==> config.mk <==
export PLATFORM = sky130hd
export DESIGN_NAME = uart_rx_oversampled
export DESIGN_NICKNAME = d
export VERILOG_FILES = /design/src/rtl/uart_rx_oversampled.sv
export SDC_FILE = /design/constraint.sdc
export NUM_CORES = 1
export LEC_CHECK = 0
export BUFFER_PORTS_ARGS = -buffer_cell sky130_fd_sc_hd__buf_4
export CAP_MARGIN = 20
export CORE_ASPECT_RATIO = 1.4
export CORE_UTILIZATION = 39
export DETAILED_ROUTE_END_ITERATION = 6
export PLACE_DENSITY_LB_ADDON = 0.2
export SYNTH_ARGS = -nofsm -noshare
export SYNTH_HDL_FRONTEND = slang
export SYNTH_SLANG_ARGS = --single-unit
export TNS_END_PERCENT = 20
==> constraint.sdc <==
create_clock -name CLK -period 3.6 [get_ports CLK]
set_clock_uncertainty 0.1 [all_clocks]
set_input_delay 0.36 -clock CLK [delete_from_list [all_inputs] [get_ports CLK]]
set_output_delay 0.36 -clock CLK [all_outputs]
set_load 0.03 [all_outputs]
==> src/rtl/uart_rx_oversampled.sv <==
`default_nettype none
// ============================================================================
//  Module   : uart_rx_oversampled
//  Purpose  : UART receiver with a clock-count baud timer. It recovers
//             start + DATA_BITS (LSB first) + stop frames from RX and hands
//             each byte to the consumer through a Valid/Ready holding register.
//  Option   : define UART_RX_PARITY_EN to add an even-parity bit after the
//             data bits and drive ParityErr; otherwise ParityErr is tied 0.
//  Revision : 1.0 - initial release
// ============================================================================
module uart_rx_oversampled #(
   parameter int CLKS_PER_BIT = 16,
   parameter int DATA_BITS    = 8
) (
   input  logic                 CLK,
   input  logic                 Reset_n,
   input  logic                 EN,
   input  logic                 RX,
   output logic [DATA_BITS-1:0] DataOUT,
   output logic                 Valid,
   input  logic                 Ready,
   output logic                 FrameErr,
   output logic                 Overrun,
   output logic                 ParityErr
);

   localparam int BAUD_W = $clog2(CLKS_PER_BIT);
   localparam int BIT_W  = $clog2(DATA_BITS);

   localparam logic [BAUD_W-1:0] BAUD_FULL = BAUD_W'(CLKS_PER_BIT - 1);
   localparam logic [BAUD_W-1:0] BAUD_HALF = BAUD_W'(CLKS_PER_BIT / 2 - 1);
   localparam logic [BIT_W-1:0]  BIT_LAST  = BIT_W'(DATA_BITS - 1);

   localparam logic [2:0] IDLE      = 3'd0;
   localparam logic [2:0] START     = 3'd1;
   localparam logic [2:0] DATA      = 3'd2;
   localparam logic [2:0] STOP      = 3'd4;
   localparam logic [2:0] WAIT_IDLE = 3'd5;
`ifdef UART_RX_PARITY_EN
   localparam logic [2:0] PARITY    = 3'd3;
`endif

   logic                 rx_meta;
   logic                 rx_s;
   logic [2:0]           state;
   logic [2:0]           next_state;
   logic [BAUD_W-1:0]    baud_cnt;
   logic [BIT_W-1:0]     bit_cnt;
   logic [DATA_BITS-1:0] shift_reg;
   logic                 tick;
   logic                 byte_done;
   logic                 stop_err;

   // Two-flop synchronizer; idles high so reset never looks like a start bit.
   always_ff @(posedge CLK or negedge Reset_n) begin
      if (!Reset_n) begin
         rx_meta <= 1'b1;
         rx_s    <= 1'b1;
      end else begin
         rx_meta <= RX;
         rx_s    <= rx_meta;
      end
   end

   // Baud tick: half a bit to reach mid-start, a full bit for every later sample.
   always_comb begin
      tick = 1'b0;
      case (state)
         START:     tick = (baud_cnt == BAUD_HALF);
         DATA,
`ifdef UART_RX_PARITY_EN
         PARITY,
`endif
         STOP:      tick = (baud_cnt == BAUD_FULL);
         default:   tick = 1'b0;
      endcase
   end

   // FSM state register.
   always_ff @(posedge CLK or negedge Reset_n) begin
      if (!Reset_n) state <= IDLE;
      else          state <= next_state;
   end

   // FSM next-state logic; a low EN overrides everything and parks in IDLE.
   always_comb begin
      next_state = state;
      case (state)
         IDLE:      if (!rx_s) next_state = START;
         START:     if (tick) next_state = rx_s ? IDLE : DATA;
`ifdef UART_RX_PARITY_EN
         DATA:      if (tick && bit_cnt == BIT_LAST) next_state = PARITY;
         PARITY:    if (tick) next_state = STOP;
`else
         DATA:      if (tick && bit_cnt == BIT_LAST) next_state = STOP;
`endif
         STOP:      if (tick) next_state = rx_s ? IDLE : WAIT_IDLE;
         WAIT_IDLE: if (rx_s) next_state = IDLE;
         default:   next_state = IDLE;
      endcase
      if (!EN) next_state = IDLE;
   end

   // FSM outputs: completion and framing-error strobes at the stop sample.
   always_comb begin
      byte_done = 1'b0;
      stop_err  = 1'b0;
      if (EN && state == STOP && tick) begin
         byte_done = rx_s;
         stop_err  = !rx_s;
      end
   end

   // Baud counter, bit counter and the LSB-first data shift register.
   always_ff @(posedge CLK or negedge Reset_n) begin
      if (!Reset_n) begin
         baud_cnt  <= '0;
         bit_cnt   <= '0;
         shift_reg <= '0;
      end else begin
         if (!EN || state == IDLE || state == WAIT_IDLE || tick)
            baud_cnt <= '0;
         else
            baud_cnt <= baud_cnt + 1'b1;

         if (EN && state == DATA) begin
            if (tick) bit_cnt <= bit_cnt + 1'b1;
         end else begin
            bit_cnt <= '0;
         end

         if (EN && state == DATA && tick)
            shift_reg <= {rx_s, shift_reg[DATA_BITS-1:1]};
      end
   end

   // Holding register and error pulses; a full buffer without Ready drops the new byte.
   always_ff @(posedge CLK or negedge Reset_n) begin
      if (!Reset_n) begin
         DataOUT  <= '0;
         Valid    <= 1'b0;
         FrameErr <= 1'b0;
         Overrun  <= 1'b0;
      end else begin
         FrameErr <= stop_err;
         Overrun  <= byte_done && Valid && !Ready;
         if (byte_done && (!Valid || Ready)) begin
            DataOUT <= shift_reg;
            Valid   <= 1'b1;
         end else if (Valid && Ready) begin
            Valid <= 1'b0;
         end
      end
   end

`ifdef UART_RX_PARITY_EN
   logic parity_bit;

   // Capture the parity bit, then flag an odd total at the stop sample.
   always_ff @(posedge CLK or negedge Reset_n) begin
      if (!Reset_n) begin
         parity_bit <= 1'b0;
         ParityErr  <= 1'b0;
      end else begin
         if (EN && state == PARITY && tick) parity_bit <= rx_s;
         ParityErr <= EN && state == STOP && tick && (^{shift_reg, parity_bit});
      end
   end
`else
   assign ParityErr = 1'b0;
`endif

endmodule
`default_nettype wire

After elaboration in Yosys (flattened, before gate mapping)
Index checks and enable logic that the tools add are counted.
{"block": "classes", "multipliers": 0, "n_eq_ne": 13, "shifts": 0, "magnitude_cmp": 0, "add_sub_neg": 2, "reduce_logical": 21, "muxes": 17, "bitwise_logic": 0, "n_div": 0}
{"operator": "2-to-1 mux 3 bit", "count": 9}
{"operator": "!= test 3 bit, second input constant", "count": 5}
{"operator": "case mux 3 bit (5 select lines)", "count": 1}
{"operator": "== test 3 bit, second input constant", "count": 3}
{"operator": "logical AND 1 bit", "count": 9}
{"operator": "AND reduction 5 bit", "count": 1}
{"operator": "adder 4 x 1 -> 4 bit, second input constant", "count": 1}
{"operator": "== test 4 x 3 -> 1 bit, second input constant", "count": 1}
{"operator": "== test 4 bit, second input constant", "count": 1}
{"operator": "logical NOT 1 bit", "count": 4}
{"operator": "logical OR 1 bit", "count": 4}
{"operator": "2-to-1 mux 1 bit", "count": 4}
{"operator": "2-to-1 mux 4 bit", "count": 1}
{"operator": "adder 3 x 1 -> 3 bit, second input constant", "count": 1}
{"operator": "== test 3 x 1 -> 1 bit, second input constant", "count": 1}
{"operator": "== test 3 x 2 -> 1 bit, second input constant", "count": 1}
{"operator": "logical NOT 3 bit", "count": 1}
{"operator": "2-to-1 mux 2 bit", "count": 1}
{"operator": "!= test 2 bit, second input constant", "count": 1}
{"operator": "case mux 1 bit (2 select lines)", "count": 1}
{"operator": "nonzero test 2 bit", "count": 1}
{"operator": "OR reduction 2 bit", "count": 1}
{"block": "totals", "inputBits": 5, "latchBits": 0, "ram_bits": 0, "mem_count": 0, "mem_bits_ro": 0, "reg_bits": 31, "wordCells": 63}

Longest topological paths before layout
Gate-level depths: netlist (run 1).
{"block": "depth", "ltp_word": 7, "mapped_depth": 6, "mapped_depth_nobuf": 6}

Worst setup path after synthesis (run 1)
OpenSTA, ideal clock, no wires.
{"block": "synth_timing", "path_kind": "reg2reg", "start": "register state[0]", "end": "register shift_reg[0]", "stages_incl_launch_ff": 7, "setup_ns": 0.125, "slack_ns": 1.793, "arrival_time_ns": 1.582, "required_ns": 3.375, "period_less_slack_ns": 1.807, "n_path_buf": 2, "cell_sequence": "dfrtp_1 -> clkbuf_2 -> nor4b_2 -> o311a_1 -> buf_6 -> nand4_4 -> mux2_2"}
{"block": "synth_between", "elab_chain_cells": 4}
{"element": "start: declaration", "line": "45", "text": "logic [2:0] state;"}
{"element": "start signal: assignment", "line": "82", "text": "else state <= next_state;"}
{"element": "== test 3 bit or == test 3 x 2 -> 1 bit (tied branches)", "line": "68, 132"}
{"element": "OR reduction 2 bit", "line": "68", "text": "case (state)"}
{"element": "case mux 1 bit (2 select lines)", "line": "68"}
{"element": "logical AND 1 bit (*)", "line": "132", "text": "if (EN && state == DATA && tick)"}
{"element": "end signal: assignment", "line": "133", "text": "shift_reg <= {rx_s, shift_reg[DATA_BITS-1:1]};"}
{"element": "end: declaration", "line": "49", "text": "logic [DATA_BITS-1:0] shift_reg;"}
Every way passes the cells marked *; elsewhere a longest branch is shown, timed or not.
A chain may end at the register's enable or synchronous reset.

Worst setup path after layout (run 1)
{"block": "layout_timing", "start": "register state[1]", "end": "register shift_reg[3]"}
The elaborated chain is that of the path after synthesis.

==> results of run 1 <==
==> worst paths after layout <==
path,start,endpoint,slack [ns],cells after the start
max,state[1]$_DFFE_PN0P_,shift_reg[3]$_DFFE_PN0P_,1.51,4
min,RX,rx_meta$_DFF_PN1_,0.08,1
max reg2reg,state[1]$_DFFE_PN0P_,shift_reg[3]$_DFFE_PN0P_,1.51,4
min reg2reg,rx_meta$_DFF_PN1_,rx_s$_DFF_PN1_,0.26,0
max in group asynchronous,Reset_n,rx_meta$_DFF_PN1_,2.65,2
min in group asynchronous,Reset_n,state[0]$_DFFE_PN0P_,0.44,2
==> through the flow <==
stage          hold WS (ns)  worst slack (ns)  cell area (um2)  util, %  std cells
2_1_floorplan       -0.0356              1.79             1390        -        107
3_3_place_gp          0.216              1.57             1510     44.6        156
3_5_place_dp          0.216              1.51             1510     44.6        156
4_1_cts              0.0644              1.51             1620     48.0        165
5_1_grt              0.0695              1.34             1620     48.0        165
6_report             0.0787              1.51             1620     48.0        165
==> cells in the mapped netlist (all sizes together) <==
library cell	count	area, um2
a211oi	1	7.51
a22o	1	8.76
and3	3	18.8
and4	1	8.76
buf	5	36.3
clkbuf	1	5.00
conb	1	3.75
dfrtp	29	726
dfstp	2	52.6
ha	3	37.5
inv	3	11.3
mux2	17	191
mux2i	4	40.0
nand2	4	15.0
nand2b	2	12.5
nand3	2	10.0
nand4	1	21.3
nor2	10	37.5
nor2b	2	12.5
nor4b	1	15.0
nor4bb	2	20.0
o211ai	1	7.51
o21ai	2	10.0
o22ai	1	12.5
o311a	1	10.0
o31ai	1	7.51
or2	2	12.5
xnor2	2	17.5
xor2	2	17.5
==> area by class of cell <==
class / instances / area share [%]
clock buffer: 7 / 5.94
timing repair buffer: 16 / 7.56
inverter: 3 / 0.694
sequential: 31 / 48.0
multi-input combinational: 67 / 34.3
tap: 40 / 3.09
clock inverter: 1 / 0.463
==> layer usage <==
layer  wire length, um  vias up  share of wire, %
li1                  -      401                 -
met1              1010      404                45
met2              1100       18                49
met3                90        5               4.0
met4                64        0               2.8
met5                 0        -                 0
==> kinds of logic (layout without fill, tap and decap cells) <==
family                   count (synthesis)  in the layout  synth area share (%)
AND/OR/NAND/NOR                         30             30                  13.3
XOR/XNOR                                 4              4                  2.53
flip-flops                              31             31                  56.1
multiplexers                            21             21                  16.7
buffers and inverters                    9             27                  3.79
AO/OA/AOI/OAI                            8              8                  4.60
other                                    1              1                 0.270
adder cells (fa/ha/maj)                  3              3                  2.71
==> power by group <==
part | internal, W | switching (W)
sequential | 0.000363 | 0.0000243
clock | 0.000174 | 0.000130
combinational | 0.0000419 | 0.0000493
==> worst reg2reg max path: stages (launching register included) <==
cell and delay (ns):
dfrtp_1 0.55, nor4bb_1 0.33, o311a_1 0.45, nand4_4 0.22, mux2_2 0.33
==> impl_metrics.env, run 1 <==
export IMPL_status="completed"
export IMPL_rsz0062_at_grt="no"
export IMPL_numCtsBuffers=5
export IMPL_ys_warn_count=0
export IMPL_die_h_um=72.5
export IMPL_syn_avg_cell_area_um2=13.0
export IMPL_clk_latency_ns=0.29
export IMPL_dieArea_um2=3800
export IMPL_synth_nets=115
export IMPL_drv_slew=0
export IMPL_tns_ns=0
export IMPL_drt_vias_per_instance=5.02
export IMPL_grt_util_met2_pct=22.4
export IMPL_drt_iter0_drc=15
export IMPL_final_hold_violation_count=0
export IMPL_routed_wl_mm=2.27
export IMPL_path_cells="nor4bb_1, o311a_1, nand4_4, mux2_2"
export IMPL_total_power_w=0.000782
export IMPL_ys_seq_elements=31
export IMPL_max_freq_ghz=0.478
export IMPL_path_max_fanout=10
export IMPL_cpPeakStageDelay_ns=0.55
export IMPL_grt_pass1_wl_mm=3.86
export IMPL_cpMaxStageDelayCell="dfrtp_1"
export IMPL_post_cts_resized=0
export IMPL_antenna_diode_count=0
export IMPL_final_common_cell="dfrtp_1"
export IMPL_nets=132
export IMPL_required_ns=3.67
export IMPL_cts_htree_levels=2
export IMPL_dr_pass1_iters=4
export IMPL_vias=828
export IMPL_cap_violations=0
export IMPL_gp_congestion=0.808
export IMPL_grt_use_total_pct=14.7
export IMPL_p_leak_nw=0.808
export IMPL_multi_input_area_um2=556
export IMPL_core_area_um2=3380
export IMPL_clock_path_buffers=2
export IMPL_critical_path_top_delay_family="flip-flops"
export IMPL_root_buffer="clkbuf_8"
export IMPL_avgRoutedWirePerCell_um=13.7
export IMPL_syn_area_um2=1390
export IMPL_seq_area_um2=778
export IMPL_startpoint_type="flip-flop"
export IMPL_met3_usage_pct=5.24
export IMPL_antenna_left=0
export IMPL_path_buf_inv=0
export IMPL_cts_setup_buffers=0
export IMPL_start_util_pct=41.0
export IMPL_port_buffers=15
export IMPL_power_density_nw_per_um2=482
export IMPL_min_period_ns=2.09
export IMPL_area_growth_pct=17.0
export IMPL_fillers=308
export IMPL_final_cell_mix="dfrtp_1 (29), mux2_2 (17), buf_4 (15), nor2_1 (10), clkbuf_8 (7)"
export IMPL_min_delay_path_class="in2reg"
export IMPL_grt_util_met1_pct=17.1
export IMPL_worst_setup_path_end_kind="flip-flop"
export IMPL_critical_path_class="reg2reg"
export IMPL_antenna_found_initial=0
export IMPL_fp_row_count=25
export IMPL_ir_drop_uv=260
export IMPL_cts_hold_buf=1
export IMPL_cts_sinks=31
export IMPL_crit_arrival_ns=2.16
export IMPL_cts_tree="done"
export IMPL_grt_pass1_vias=828
export IMPL_finalSetupViolCount=0
export IMPL_grt_max_degree=32
export IMPL_drive_gt1_share_pct=36.0
export IMPL_die_w_um=52.4
export IMPL_top_usage_layer="met2"
export IMPL_ys_seq_area_share_pct=56.1
export IMPL_cts_clk_slew_worst_paths_ns=0.06
export IMPL_fin_crit_sh_pct=58.1
export IMPL_grt_overflow_total=0
export IMPL_io_pins=17
export IMPL_synth_distinct_cells=32
export IMPL_hpwl_mm=1.52
export IMPL_drc_errors=0
export IMPL_synthCells=107
Note: power is estimated with default switching activity, not from simulation.
==> inputs of run 2 (changes only) <==
==> constraint.sdc (replaced) <==
create_clock -name CLK -period 2 [get_ports CLK]
set_clock_uncertainty 0.1 [all_clocks]
set_input_delay 0.2 -clock CLK [delete_from_list [all_inputs] [get_ports CLK]]
set_output_delay 0.2 -clock CLK [all_outputs]
set_load 0.03 [all_outputs]
==> impl_metrics.env, run 2 (synthesis results as in run 1) <==
export IMPL_grt_max_degree=32
export IMPL_status="completed"
export IMPL_min_delay_path_class="in2reg"
export IMPL_final_cell_mix="dfrtp_1 (27), buf_4 (22), mux2_2 (17), nor2_1 (10), clkbuf_8 (5)"
export IMPL_final_hold_violation_count=0
export IMPL_critical_path_class="reg2reg"
export IMPL_vias=910
export IMPL_ir_drop_uv=533
export IMPL_final_common_cell="dfrtp_1"
export IMPL_die_w_um=52.4
export IMPL_p_int_w=0.00111
export IMPL_cts_htree_levels=2
export IMPL_drive_gt1_share_pct=39.4
export IMPL_critical_path_top_delay_family="simple AND/OR/NAND/NOR gates"
export IMPL_dr_pass1_iters=2
export IMPL_rsz0062_at_grt="no"
export IMPL_wl_met1_mm=1.01
export IMPL_dr_wl_met2_mm=1.30
export IMPL_seq_area_um2=781
export IMPL_tns_ns=0
export IMPL_worst_setup_path_end_kind="flip-flop"
export IMPL_cts_tree="done"
export IMPL_drt_vias_per_instance=5.29
export IMPL_grt_overflow_total=0
export IMPL_p_leak_nw=0.847
export IMPL_grt_pass1_vias=905
export IMPL_multi_input_area_um2=556
export IMPL_whs_ns=0.107
export IMPL_startpoint_type="flip-flop"
export IMPL_cts_sinks=31
export IMPL_swShare_pct=24.3
export IMPL_antenna_left=0
export IMPL_crit_arrival_ns=1.98
export IMPL_cts_clk_slew_worst_paths_ns=0.06
export IMPL_required_ns=2.06
export IMPL_power_density_nw_per_um2=872
export IMPL_drc_errors=0
export IMPL_min_period_ns=1.91
export IMPL_comb_power_share_pct=13.8
export IMPL_cap_violations=0
export IMPL_drt_iter0_drc=21
export IMPL_numCtsBuffers=5
export IMPL_switchingPower_w=0.000357
export IMPL_port_buffers=15
export IMPL_dieArea_um2=3800
export IMPL_fp_row_count=25
export IMPL_fin_crit_sh_pct=95.7
export IMPL_drv_slew=0
export IMPL_topRoutingLayerUsed="met4"
export IMPL_max_freq_ghz=0.522
export IMPL_p_clk_share_pct=39.6
export IMPL_grt_use_total_pct=15.3
export IMPL_antenna_diode_count=0
export IMPL_finalSetupViolCount=0
export IMPL_start_util_pct=41.0
export IMPL_fillers=328
export IMPL_avgRoutedWirePerCell_um=14.2
export IMPL_path_buf_inv=0
export IMPL_cpPeakStageDelay_ns=0.48
export IMPL_clock_path_buffers=2
export IMPL_nets=140
export IMPL_gp_congestion=0.854
export IMPL_wl_met3_um=104
export IMPL_io_pins=17
export IMPL_hpwl_mm=1.79
export IMPL_path_cells="nor4bb_1, o311a_1, nand4_4, mux2_2"
export IMPL_die_h_um=72.5
export IMPL_path_max_fanout=10
export IMPL_area_growth_pct=21.6
export IMPL_clk_latency_ns=0.28
export IMPL_seq_power_share_pct=46.6
export IMPL_root_buffer="clkbuf_8"
export IMPL_core_area_um2=3380
export IMPL_grt_pass1_wl_mm=4.04
export IMPL_antenna_found_initial=0
export IMPL_cpMaxStageDelayCell="dfrtp_2"
export IMPL_routed_wl_mm=2.45
[run 2: cell type report]
type | count | share of cell area, %
clock inverter | 1 | 1.78
tap | 40 | 2.97
timing repair buffer | 24 | 11.0
sequential | 31 | 46.3
clock buffer | 6 | 4.31
multi-input combinational | 67 | 33.0
inverter | 3 | 0.668
[run 2: path summary, 6_finish.rpt]
path,cells past startpoint,startpoint,slack [ns],end
worst max register to register,4,state[2]$_DFFE_PN0P_,0.09,shift_reg[7]$_DFFE_PN0P_
max in group asynchronous,2,Reset_n,1.20,rx_meta$_DFF_PN1_
min in group asynchronous,2,Reset_n,0.28,FrameErr$_DFF_PN0_
worst min register to register,0,rx_meta$_DFF_PN1_,0.26,rx_s$_DFF_PN1_
worst min-delay path,3,Ready,0.11,Valid$_DFFE_PN0P_
worst max-delay path,4,state[2]$_DFFE_PN0P_,0.09,shift_reg[7]$_DFFE_PN0P_
[run 2: what timing repair did]
item	in CTS	in global routing
gates resized for setup	0	2
setup endpoints to repair	0	9
setup buffers	0	1
hold endpoints to repair	30	0
hold buffers	2	0
[run 2: power groups by stage]
stage	clock [W]	sequential [W]	combinational (W)
finish	0.000581	0.000685	0.000203
global route	0.000628	0.000688	0.000226
CTS	0.000601	0.000685	0.000206
detailed placement	0	0.000697	0.000202
global placement	0	0.000694	0.000196
floorplan	0	0.000674	0.000163
[run 2: worst reg2reg max path, stage by stage, from the launching register on]
cell      delay, ns
dfrtp_2        0.48
nor4bb_1       0.30
o311a_1        0.39
nand4_4        0.21
mux2_2         0.32
[run 2: per-stage QoR]
| stage | std cells | utilization, % | setup WS [ns] | cell area, um2 | total power (W) |
|---|---|---|---|---|---|
| 6_report | 172 | 49.9 | 0.0860 | 1690 | 0.00147 |
| 3_5_place_dp | 162 | 46.0 | 0.0563 | 1550 | 0.000899 |
| 3_3_place_gp | 162 | 46.0 | 0.104 | 1550 | 0.000890 |
| 2_1_floorplan | 107 | - | 0.193 | 1390 | 0.000836 |
| 4_1_cts | 171 | 49.6 | 0.0377 | 1680 | 0.00149 |
| 5_1_grt | 172 | 49.9 | 0.000868 | 1690 | 0.00154 |
[run 2: metal layers]
metal  vias up  GRT usage (%)
met5         -              0
met4         0           8.77
li1        419              -
met3         4           6.29
met1       467           16.6
met2        20           24.6
